<file path="config.mk">
export PLATFORM = sky130hd
export DESIGN_NAME = iencode
export DESIGN_NICKNAME = d
export VERILOG_FILES = /design/src/rtl/iencode.sv
export SDC_FILE = /design/constraint.sdc
export NUM_CORES = 1
export LEC_CHECK = 0
export ABC_AREA = 1
export ABC_CLOCK_PERIOD_IN_PS = 5650
export CAP_MARGIN = 20
export CORE_UTILIZATION = 52
export DETAILED_ROUTE_END_ITERATION = 16
export PLACE_DENSITY = 0.79
export SYNTH_ARGS = -nofsm -noshare
export SYNTH_HDL_FRONTEND = slang
export SYNTH_SLANG_ARGS = --single-unit
export TNS_END_PERCENT = 30
</file>
<file path="constraint.sdc">
create_clock -name clk -period 5.65 [get_ports clk]
set_input_delay 0.565 -clock clk [delete_from_list [all_inputs] [get_ports clk]]
set_output_delay 0.565 -clock clk [all_outputs]
set_load 0.005 [all_outputs]
</file>
<file path="src/rtl/iencode.sv">
// Instruction-field encoder: packs request fields into 32-bit instruction words
// and streams them through a small FIFO onto an instruction-memory write port.
module iencode #(
  parameter int ADDR_W = 10,
  parameter int DEPTH  = 4,
  parameter int BASE   = 0
) (
  input  logic              clk,
  input  logic              reset,
  input  logic              in_valid,
  output logic              in_ready,
  input  logic [3:0]        opcode,
  input  logic [25:0]       imm26,
  input  logic [18:0]       imm19,
  input  logic [11:0]       imm12,
  input  logic [8:0]        imm9,
  input  logic [5:0]        shamt,
  input  logic [4:0]        rm,
  input  logic [4:0]        rn,
  input  logic [4:0]        rd,
  input  logic              clear,
  output logic              mem_wr_en,
  input  logic              mem_ready,
  output logic [ADDR_W-1:0] mem_addr,
  output logic [31:0]       mem_wdata,
  output logic              err,
  output logic [7:0]        err_count
);

  localparam int PW = (DEPTH > 1) ? $clog2(DEPTH) : 1;

  localparam logic [3:0] OP_ADDI = 4'd1;
  localparam logic [3:0] OP_ADDS = 4'd2;
  localparam logic [3:0] OP_BLT  = 4'd3;
  localparam logic [3:0] OP_B    = 4'd4;
  localparam logic [3:0] OP_CBZ  = 4'd5;
  localparam logic [3:0] OP_LDUR = 4'd6;
  localparam logic [3:0] OP_LSL  = 4'd7;
  localparam logic [3:0] OP_LSR  = 4'd8;
  localparam logic [3:0] OP_MUL  = 4'd9;
  localparam logic [3:0] OP_STUR = 4'd10;
  localparam logic [3:0] OP_SUBS = 4'd11;

  logic [31:0] fifo_mem [DEPTH];
  logic [PW-1:0] rptr, wptr;
  logic [PW:0]   count;
  logic [31:0]   word;
  logic          valid_op;
  logic          accept, push, pop;

  // Both handshakes transfer on a rising edge where valid and ready are both high;
  // ready never depends on valid, and valid-side data must hold until the transfer.
  assign in_ready  = (count < (PW+1)'(DEPTH));
  assign accept    = in_valid & in_ready;
  assign push      = accept & valid_op;
  assign mem_wr_en = (count != '0);
  assign pop       = mem_wr_en & mem_ready;
  assign mem_wdata = mem_wr_en ? fifo_mem[rptr] : 32'h0;

  always_comb begin
    word     = 32'h0;
    valid_op = 1'b1;
    case (opcode)
      OP_ADDI: word = {10'h244, imm12, rn, rd};
      OP_ADDS: word = {11'h558, rm, shamt, rn, rd};
      OP_BLT:  word = {8'h54, imm19, 5'h0B};
      OP_B:    word = {6'h05, imm26};
      OP_CBZ:  word = {8'hB4, imm19, rd};
      OP_LDUR: word = {11'h7C2, imm9, 2'b00, rn, rd};
      OP_LSL:  word = {11'h69B, rm, shamt, rn, rd};
      OP_LSR:  word = {11'h69A, rm, shamt, rn, rd};
      OP_MUL:  word = {11'h4D8, rm, 6'h1F, rn, rd};
      OP_STUR: word = {11'h7C0, imm9, 2'b00, rn, rd};
      OP_SUBS: word = {11'h758, rm, shamt, rn, rd};
      default: valid_op = 1'b0;
    endcase
  end

  always_ff @(posedge clk or posedge reset) begin
    if (reset) begin
      rptr      <= '0;
      wptr      <= '0;
      count     <= '0;
      mem_addr  <= ADDR_W'(BASE);
      err       <= 1'b0;
      err_count <= 8'h0;
    end else if (clear) begin
      // err_count survives a flush; the in-flight accept is dropped entirely
      rptr     <= '0;
      wptr     <= '0;
      count    <= '0;
      mem_addr <= ADDR_W'(BASE);
      err      <= 1'b0;
    end else begin
      if (push) wptr <= wptr + PW'(1);
      if (pop) begin
        rptr     <= rptr + PW'(1);
        mem_addr <= mem_addr + ADDR_W'(1);
      end
      case ({push, pop})
        2'b10:   count <= count + (PW+1)'(1);
        2'b01:   count <= count - (PW+1)'(1);
        default: count <= count;
      endcase
      err <= accept & ~valid_op;
      if (accept && !valid_op && err_count != 8'hFF) err_count <= err_count + 8'd1;
    end
  end

  always_ff @(posedge clk) begin
    if (push && !clear) fifo_mem[wptr] <= word;
  end

endmodule

</file>
# == Yosys cells after proc, flatten, opt, wreduce, memory -nomap -nowiden ==
# Memory sizes are Yosys's and may differ from the RTL's.
# Index checks and enable logic that the tools add are counted.
# totals
reg_bits,26
latch_bits,0
ram_bits,128
romBits,0
inputBits,96
output_inout_bits,53
wordCells,59
memories,1
# memory_table
name,depth,word_bits,read_ports,rd_ports_with_merged_regs,write_ports,line,rtl
fifo_mem,4,32,1,0,1,44,logic [31:0] fifo_mem [DEPTH];
# classes
add_sub_neg,6
multipliers,0
div_mod_pow,0
order_cmp,1
eq_ne,14
n_shift,0
mux,14
bitwise,6
n_reduce_logical,11
# ops
op,count
$pmux 32 s11,1
$mux 32,1
$mux 10,2
$eq 4x3->1 const B,4
$eq 4x4->1 const B,4
$reduce_or 11->1,1
$add 10x1->10 const B,1
$add 8x1->8 const B,1
$eq 4x2->1 const B,2
$mux 2,4
$ne 8x8->1 const B,1
$pmux 3 s2,1
$reduce_bool 3->1,2
$add 2x1->2 const B,2
$and 1x1->1,4
$eq 4x1->1 const B,1
$mux 1,4
$reduce_bool 2->1,2
$add 3x1->3 const B,1
$logic_and 1x1->1,3
$lt 3x3->1 const B,1
$mux 3,1
$sub 3x1->3 const B,1
$eq 2x1->1 const B,1
other kinds (4),6

# == Depth between registers and ports, before layout ==
# Gate-level depths: netlist (run 1).
# logic_depth
depth_word,7
mapped_depth,12
depth_no_buf,12

# == Worst setup path before layout (run 1) ==
# OpenSTA, ideal clock, no wires.
# synth_path
kind,input -> register
startpoint,in opcode[2]
endpoint,mem fifo_mem[0][0] (enable)
setup_ns,0.421
t_arrival_ns,2.743
t_required_ns,5.229
slack_ns,2.486
path_stages,6
n_path_buf,0
path_cell_list,inv_1 > ha_1 > inv_1 > o211ai_4 > nand3_1 > nor2_1
# synth_via
elab_chain_len,7
word_cells_on_any_way,17
cone_classes,eq/ne: 11; mux: 3; bitwise: 1; reduce/logical: 2
# synth_lines
item,line,rtl
from (decl),12,"input logic [3:0] opcode,"
$eq 4x4->1 (tied with other cells),63,case (opcode)
$reduce_or 11->1 (no line) (*),-,
$mux 1 (*),63,
$and 1x1->1 (*),55,assign push = accept & valid_op;
$logic_and 1x1->1 (*),111,if (push && !clear) fifo_mem[wptr] <= word;
$mux 1 (*),111,
$mux 1 (not written as such) (*),111,
to (decl),44,
# Mark *: on every way between the ends. The rest lies on a longest branch, timed or not.

# == Worst setup path in the final report (run 1) ==
# layout_path
startpoint,reg rptr[0]
endpoint,out mem_wdata[2]
# layout_via
elab_chain_len,2
# layout_lines
item,line,rtl
from (decl),45,"logic [PW-1:0] rptr, wptr;"
from (signal assigned),97,rptr <= rptr + PW'(1);
$mem_v2 4x32,-,
$mux 32,58,assign mem_wdata = mem_wr_en ? fifo_mem[rptr] : 32'h0;
to (decl),25,"output logic [31:0] mem_wdata,"
# No other way between the ends.

==> results by group, run 1 <==
CTS
  • Num CTS Buffers: 17
  • CTS tree: done
  • Sink Count: 154
  • Post-cts resize count: 0
  • Clock Path Buffers: 2
  • Max H-tree Level: 4
  • Clock transition at path regs: 0.06 ns
  • Post-CTS Repair Setup Buffers: 0
  • Worst skew pair latency: 0.42 ns
  • Clk root buf: clkbuf_16
  • CTS Hold Buffers Added: 0

STA
  • Final Hold Vio Count: 0
  • Max-slew violation count: 0
  • F_max: between 200 and 300 MHz
  • Tightest hold margin: 0.506 ns
  • RSZ-0062 raised after global routing: no
  • Setup ws final: just under 2 ns
  • # setup viols final: 0
  • Worst-margin pin slew: approximately 1.1 ns
  • Skew final: 0.00435 ns
  • Slew HR: 27.9%
  • Post-route setup TNS: 0 ns
  • Final period util: 65.2%
  • Minimum clock period: 3.69 ns

Global routing
  • Initial antenna violation count: 0
  • Vias in the first global route: 5,931
  • GRT Residual Overflow: 0
  • Global Route met2 Usage: a little under half
  • First-pass GRT wire length: 28,700 um
  • Pin count of the biggest net entering global routing: 67
  • Total GRT Usage: 26.2%
  • M1 GR Usage: a little under a third
  • Most used routing layer: met2
  • Routing usage on met3: 5.69%

Yosys
  • Area contributors post-synth: edfxtp_1 52%, dfrtp_1 8.8%, nor2_1 7.6%
  • FFs w/ async S/R, synth: between 15 and 20%
  • Post-synthesis sequential area ratio: 61.1%
  • Commonest cells post-synth: 149 x nor2_1, 128 x edfxtp_1, 110 x nand2_1
  • Ys flop type: edfxtp_1
  • Synth warn: 0
  • Syn Inst Count: 742
  • Mapped Nets: 849
  • EDFF count, synth: roughly 130
  • Synth top area share: 52.3%
  • Yosys reg bits: 154
  • Most frequent cell after synthesis: nor2_1
  • Syn Std Cell Area: 7350 um^2
  • Cell taking the most area after synthesis: edfxtp_1
  • Yosys cell types: 41
  • Syn avg cell area: ~9.9 um^2

Critical path
  • Worst R2R Setup Slack: 3.13 ns
  • Top delay family on crit path: buffers and inverters
  • Crit-path cells: buf_12 > inv_2 > o21ai_0 > a21oi_1 > clkdlybuf4s50_1
  • Critical path type: reg2out
  • Worst setup SP type: flip-flop
  • Critical path's slowest cell: inv_2
  • WP buf/inv: 3
  • Largest fanout on the critical path: 65
  • CP required: slightly above 5 ns
  • Critical Path End Type: output pin
  • R2R depth: 3
  • Worst endpoint data arrival time: 3.12 ns
  • FF-to-FF Start: count[2]
  • CP peak stage delay: 0.68 ns
  • R2R Path End: fifo_mem[3][13]

Cells and area
  • Share of cells above drive strength 1: 8.15%
  • # nets final: between 900 and 1,000
  • Fin cells: 1,076
  • # fillers: 969
  • Antenna diodes: 0
  • Area grow syn2layout: 31.8%

Flow run
  • Max cap viols: 0

Power and ir drop
  • Pleak: ~3.6 nW
  • Pwr Density: 373 nW/um^2
  • Max VDD drop: 246 uV
  • Total chip power: approximately 3.6 mW

Drt
  • DRT iter0 DRCs: 463
  • Remaining DRCs: 0
  • Avg WL per Cell: 17.3 um
  • ANT nets after route: 0
  • 1st-pass router iterations: 7
  • Drt via density: 5.54
  • Final WL: ~19,000 um
  • Via Count: 5,959

Die
  • Die area: between 10,000 and 15,000 um^2
  • Io pins: 149
  • FP Rows: 43
  • Die X: 121 um
  • Initial Util: 53.2%
  • Core ar.: 13,800 um^2
  • Die height: 121 um

Status
  • Status: completed

Place
  • Pre-CTS setup slack: 2.04 ns
  • Port Buf Inserts: roughly 150
  • Placed cell count: about 1,000
  • GP Congestion: between 0.9 and 1
  • DP Wirelength: 11,800 um

Hold path
  • Hold Crit Class: reg2reg
  • Worst Hold Launch: mem_addr[4]
  • Hold path endpoint: mem_addr[4]
  • Hold Crit Depth: 1
cells in the final DEF, fill, tap and decap left out, types with 10 or more instances in the layout:
cell type	netlist	layout
edfxtp_1	128	128
a21oi_1	55	55
a31oi_1	12	12
nor2_1	149	145
ha_1	10	10
dfrtp_1	26	25
o21ai_0	80	80
clkdlybuf4s50_1	0	148
inv_1	58	58
clkbuf_16	0	19
nand2_1	110	110
nand3_1	14	14
per-stage QoR:
step | util (%) | cell area (um^2)
global placement | 64.8 | 8960
CTS | 69.7 | 9640
floorplan | - | 7350
finish | 70.1 | 9690
global route | 70.1 | 9690
detailed placement | 64.9 | 8980
worst max-delay path by stage:
| stage | slack [ns] | cells after the start | to | from |
|---|---|---|---|---|
| floorplan | 2.49 | 6 | fifo_mem[0][0] | opcode[2] |
| CTS | 1.75 | 4 | mem_wdata[2] | rptr[0] |
| detailed placement | 2.04 | 7 | fifo_mem[1][15] | opcode[2] |
| global placement | 2.19 | 7 | fifo_mem[1][20] | opcode[2] |
| finish | 1.96 | 5 | mem_wdata[2] | rptr[0] |
| global route | 1.77 | 5 | mem_wdata[10] | rptr[0] |
cell families after synthesis:
family                     count (synthesis)  share of synthesized area [%]
DFF                                      154                           61.1
AOI/OAI and AO/OA                        173                           13.6
xor gates and xnor gates                   9                           1.07
buffers and inverters                     96                           5.29
and+or+nand+nor                          299                           16.9
adders and majority gates                 11                           1.97
flip-flops by register name (all words and copies together) (netlist names):
| signal | flops |
|---|---|
| wptr | 2 |
| err | 1 |
| mem_addr | 10 |
| err_count | 8 |
| fifo_mem | 128 |
| rptr | 2 |
| count | 3 |
area by class of cell:
class / instances / area (um^2) / share of cell area [%]
Tap cell: 180 / 225 / 2.32
Sequential cell: 154 / 4500 / 46.4
Clock inverter: 4 / 95.1 / 0.981
Timing Repair Buffer: 155 / 1570 / 16.2
Clock buffer: 28 / 569 / 5.87
Multi-Input combinational cell: 492 / 2500 / 25.8
Inverter: 63 / 236 / 2.44
report_power, final:
part	leakage, nW	internal [mW]	switching [mW]
sequential	1.53	1.30	0.0638
clock	0.327	0.818	0.414
combinational	1.79	0.473	0.553
total	3.65	2.59	1.03
routing by layer:
layer  vias to the layer above  wire, um
met5                         -         0
met4                         0       411
met3                        36      1300
met2                       264      9510
met1                      2845      7350
li1                       2814         -
worst register-to-register path, cell delays in order (launching register included):
cell,delay (ns)
dfrtp_1,0.41
nor2_1,0.31
nand3_1,0.43
nor2_4,0.97
(Power assumes the default switching activity.)
==> run 2, diff against run 1 <==
--- a/config.mk
+++ b/config.mk
@@ -6,7 +6,7 @@
 export NUM_CORES = 1
 export LEC_CHECK = 0
 export ABC_AREA = 1
-export ABC_CLOCK_PERIOD_IN_PS = 5650
+export ABC_CLOCK_PERIOD_IN_PS = 3800
 export CAP_MARGIN = 20
 export CORE_UTILIZATION = 52
 export DETAILED_ROUTE_END_ITERATION = 16
==> constraint.sdc (replaced) <==
create_clock -name clk -period 3.8 [get_ports clk]
set_input_delay 0.38 -clock clk [delete_from_list [all_inputs] [get_ports clk]]
set_output_delay 0.38 -clock clk [all_outputs]
set_load 0.005 [all_outputs]
==> run 2 against run 1 <==
Hold slack worse by 0.37 ns. Register-to-register slack lost 1.6 ns. Sequential share of layout area rose by 0.39 points. Final cell count is 0.56% higher.
==> results by group, run 2 (synthesized netlist as in run 1, its figures left out) <==
Die
  • FP Rows: 43
  • Die height: 121 um
  • Die area: 14,600 um^2
  • Core ar.: 13,800 um^2
  • Die X: 121 um
  • Initial Util: 53.2%
  • Io pins: 149

STA
  • Setup ws final: 0.458 ns
  • Minimum clock period: 3.34 ns
  • Tightest hold margin: 0.137 ns
  • Final period util: 87.9%
  • RSZ-0062 raised after global routing: no
  • # setup viols final: 0
  • Skew final: 0.00624 ns
  • Slew HR: 36.0%
  • Max-slew violation count: 0
  • Post-route setup TNS: 0 ns
  • Final Hold Vio Count: 0
  • F_max: 299 MHz
  • Worst-margin pin slew: 0.958 ns

Global routing
  • GRT Residual Overflow: 0
  • Pin count of the biggest net entering global routing: 66
  • First-pass GRT wire length: 28,900 um
  • Initial antenna violation count: 0
  • Total GRT Usage: 26.6%
  • Vias in the first global route: 5,688

CTS
  • Clock transition at path regs: 0.06 ns
  • Clock Path Buffers: 2
  • Max H-tree Level: 4
  • CTS Hold Buffers Added: 0
  • Post-CTS Repair Setup Buffers: 0
  • Sink Count: between 150 and 200
  • Worst skew pair latency: ~0.42 ns
  • Post-cts resize count: 0
  • Clk root buf: clkbuf_16
  • Num CTS Buffers: 17
  • CTS tree: done

Cells and area
  • Share of cells above drive strength 1: 8.20%
  • # nets final: about 1,000
  • Largest regs: fifo_mem: 128 flops, mem_addr: 10 flops, err_count: 8 flops
  • FF+latch area: 4500 um^2
  • # fillers: a little under 1,000
  • Multi-input logic area: 2500 um^2
  • Most frequent cells in the layout: 148 x clkdlybuf4s50_1, 145 x nor2_1, 128 x edfxtp_1
  • Area grow syn2layout: 30.7%
  • Post-route cell area: 9610 um^2
  • Max reg flops: 128
  • Top reg by flops: fifo_mem
  • Antenna diodes: 0
  • Commonest non-fill, non-tap cell in the layout: clkdlybuf4s50_1

Critical path
  • CP required: 3.42 ns
  • Largest fanout on the critical path: 33
  • Worst setup SP type: flip-flop
  • FF-to-FF Start: count[2]
  • Critical Path Source: rptr[1]
  • Critical path type: reg2out
  • Critical Path End Type: output pin
  • Worst endpoint data arrival time: 2.96 ns

Status
  • Status: completed

Place
  • DP Wirelength: 12,500 um
  • Pre-CTS setup slack: 0.701 ns
  • Post-DP Area: 9070 um^2
  • GP Congestion: 0.834
  • Port Buf Inserts: 148

Drt
  • Avg WL per Cell: 17.6 um
  • Remaining DRCs: 0
  • 1st-pass router iterations: 5
  • DRT iter0 DRCs: approximately 420
  • Drt via density: 5.51
  • ANT nets after route: 0
  • Via Count: about 6,000
  • Final WL: 19,000 um

Power and ir drop
  • Pleak: about 3.6 nW
  • Total chip power: 5.04 mW
  • Pwr Density: ~520 nW/um^2
  • Max VDD drop: ~340 uV

Hold path
  • Hold Crit Class: in2async

Flow run
  • Max cap viols: 0
-- run 2: cell types whose count changed in the layout (fill, tap and decap cells not counted), sizes merged --
cell    before  now
buf          6   13
clkinv       1   11
bufinv       3    1
clkbuf      29   20
-- run 2: per-stage QoR --
stage               cells  util (%)
floorplan             742         -
global placement     1049      65.6
detailed placement   1049      65.6
CTS                  1081      69.3
global route         1082      69.5
finish               1082      69.5
-- run 2: where the power goes --
part / switching, mW / internal [mW]
logic: 0.854 / 0.700
registers: 0.0575 / 1.93
clock network: 0.614 / 0.881
total: 1.53 / 3.51
-- run 2: per-layer routing --
layer / up-vias / wire, um / GRT usage, %
met3: 40 / 1230 / 5.22
met2: 245 / 9670 / 45.8
met1: 2842 / 7570 / 32.2
met4: 0 / 541 / 12.6
li1: 2832 / - / -
met5: - / 0 / 0
-- run 2: area by class of cell --
type,count,area share (%)
Sequential cell,154,46.8
Multi-Input combinational cell,492,26.0
Timing Repair Buffer,161,17.0
Clock buffer,20,4.54
Inverter,63,2.46
Tap cell,180,2.34
Clock inverter,12,0.859
-- run 2: worst paths after layout --
path                                    to  slack, ns  cells past startpoint
max in group asynchronous          rptr[0]       3.29                      3
min reg2reg                   err_count[7]       0.52                      2
max reg2reg                fifo_mem[3][25]       1.56                      4
min                            mem_addr[9]       0.14                      2
min in group clk              err_count[7]       0.52                      2
max                          mem_wdata[20]       0.46                      7
-- run 2: critical path, cell delays in order, from the launching register on --
cell,delay [ns]
dfrtp_1,0.32
buf_4,0.36
inv_1,0.52
buf_4,0.38
nor2_1,0.11
o21ai_0,0.09
a21oi_1,0.23
clkdlybuf4s50_1,0.54
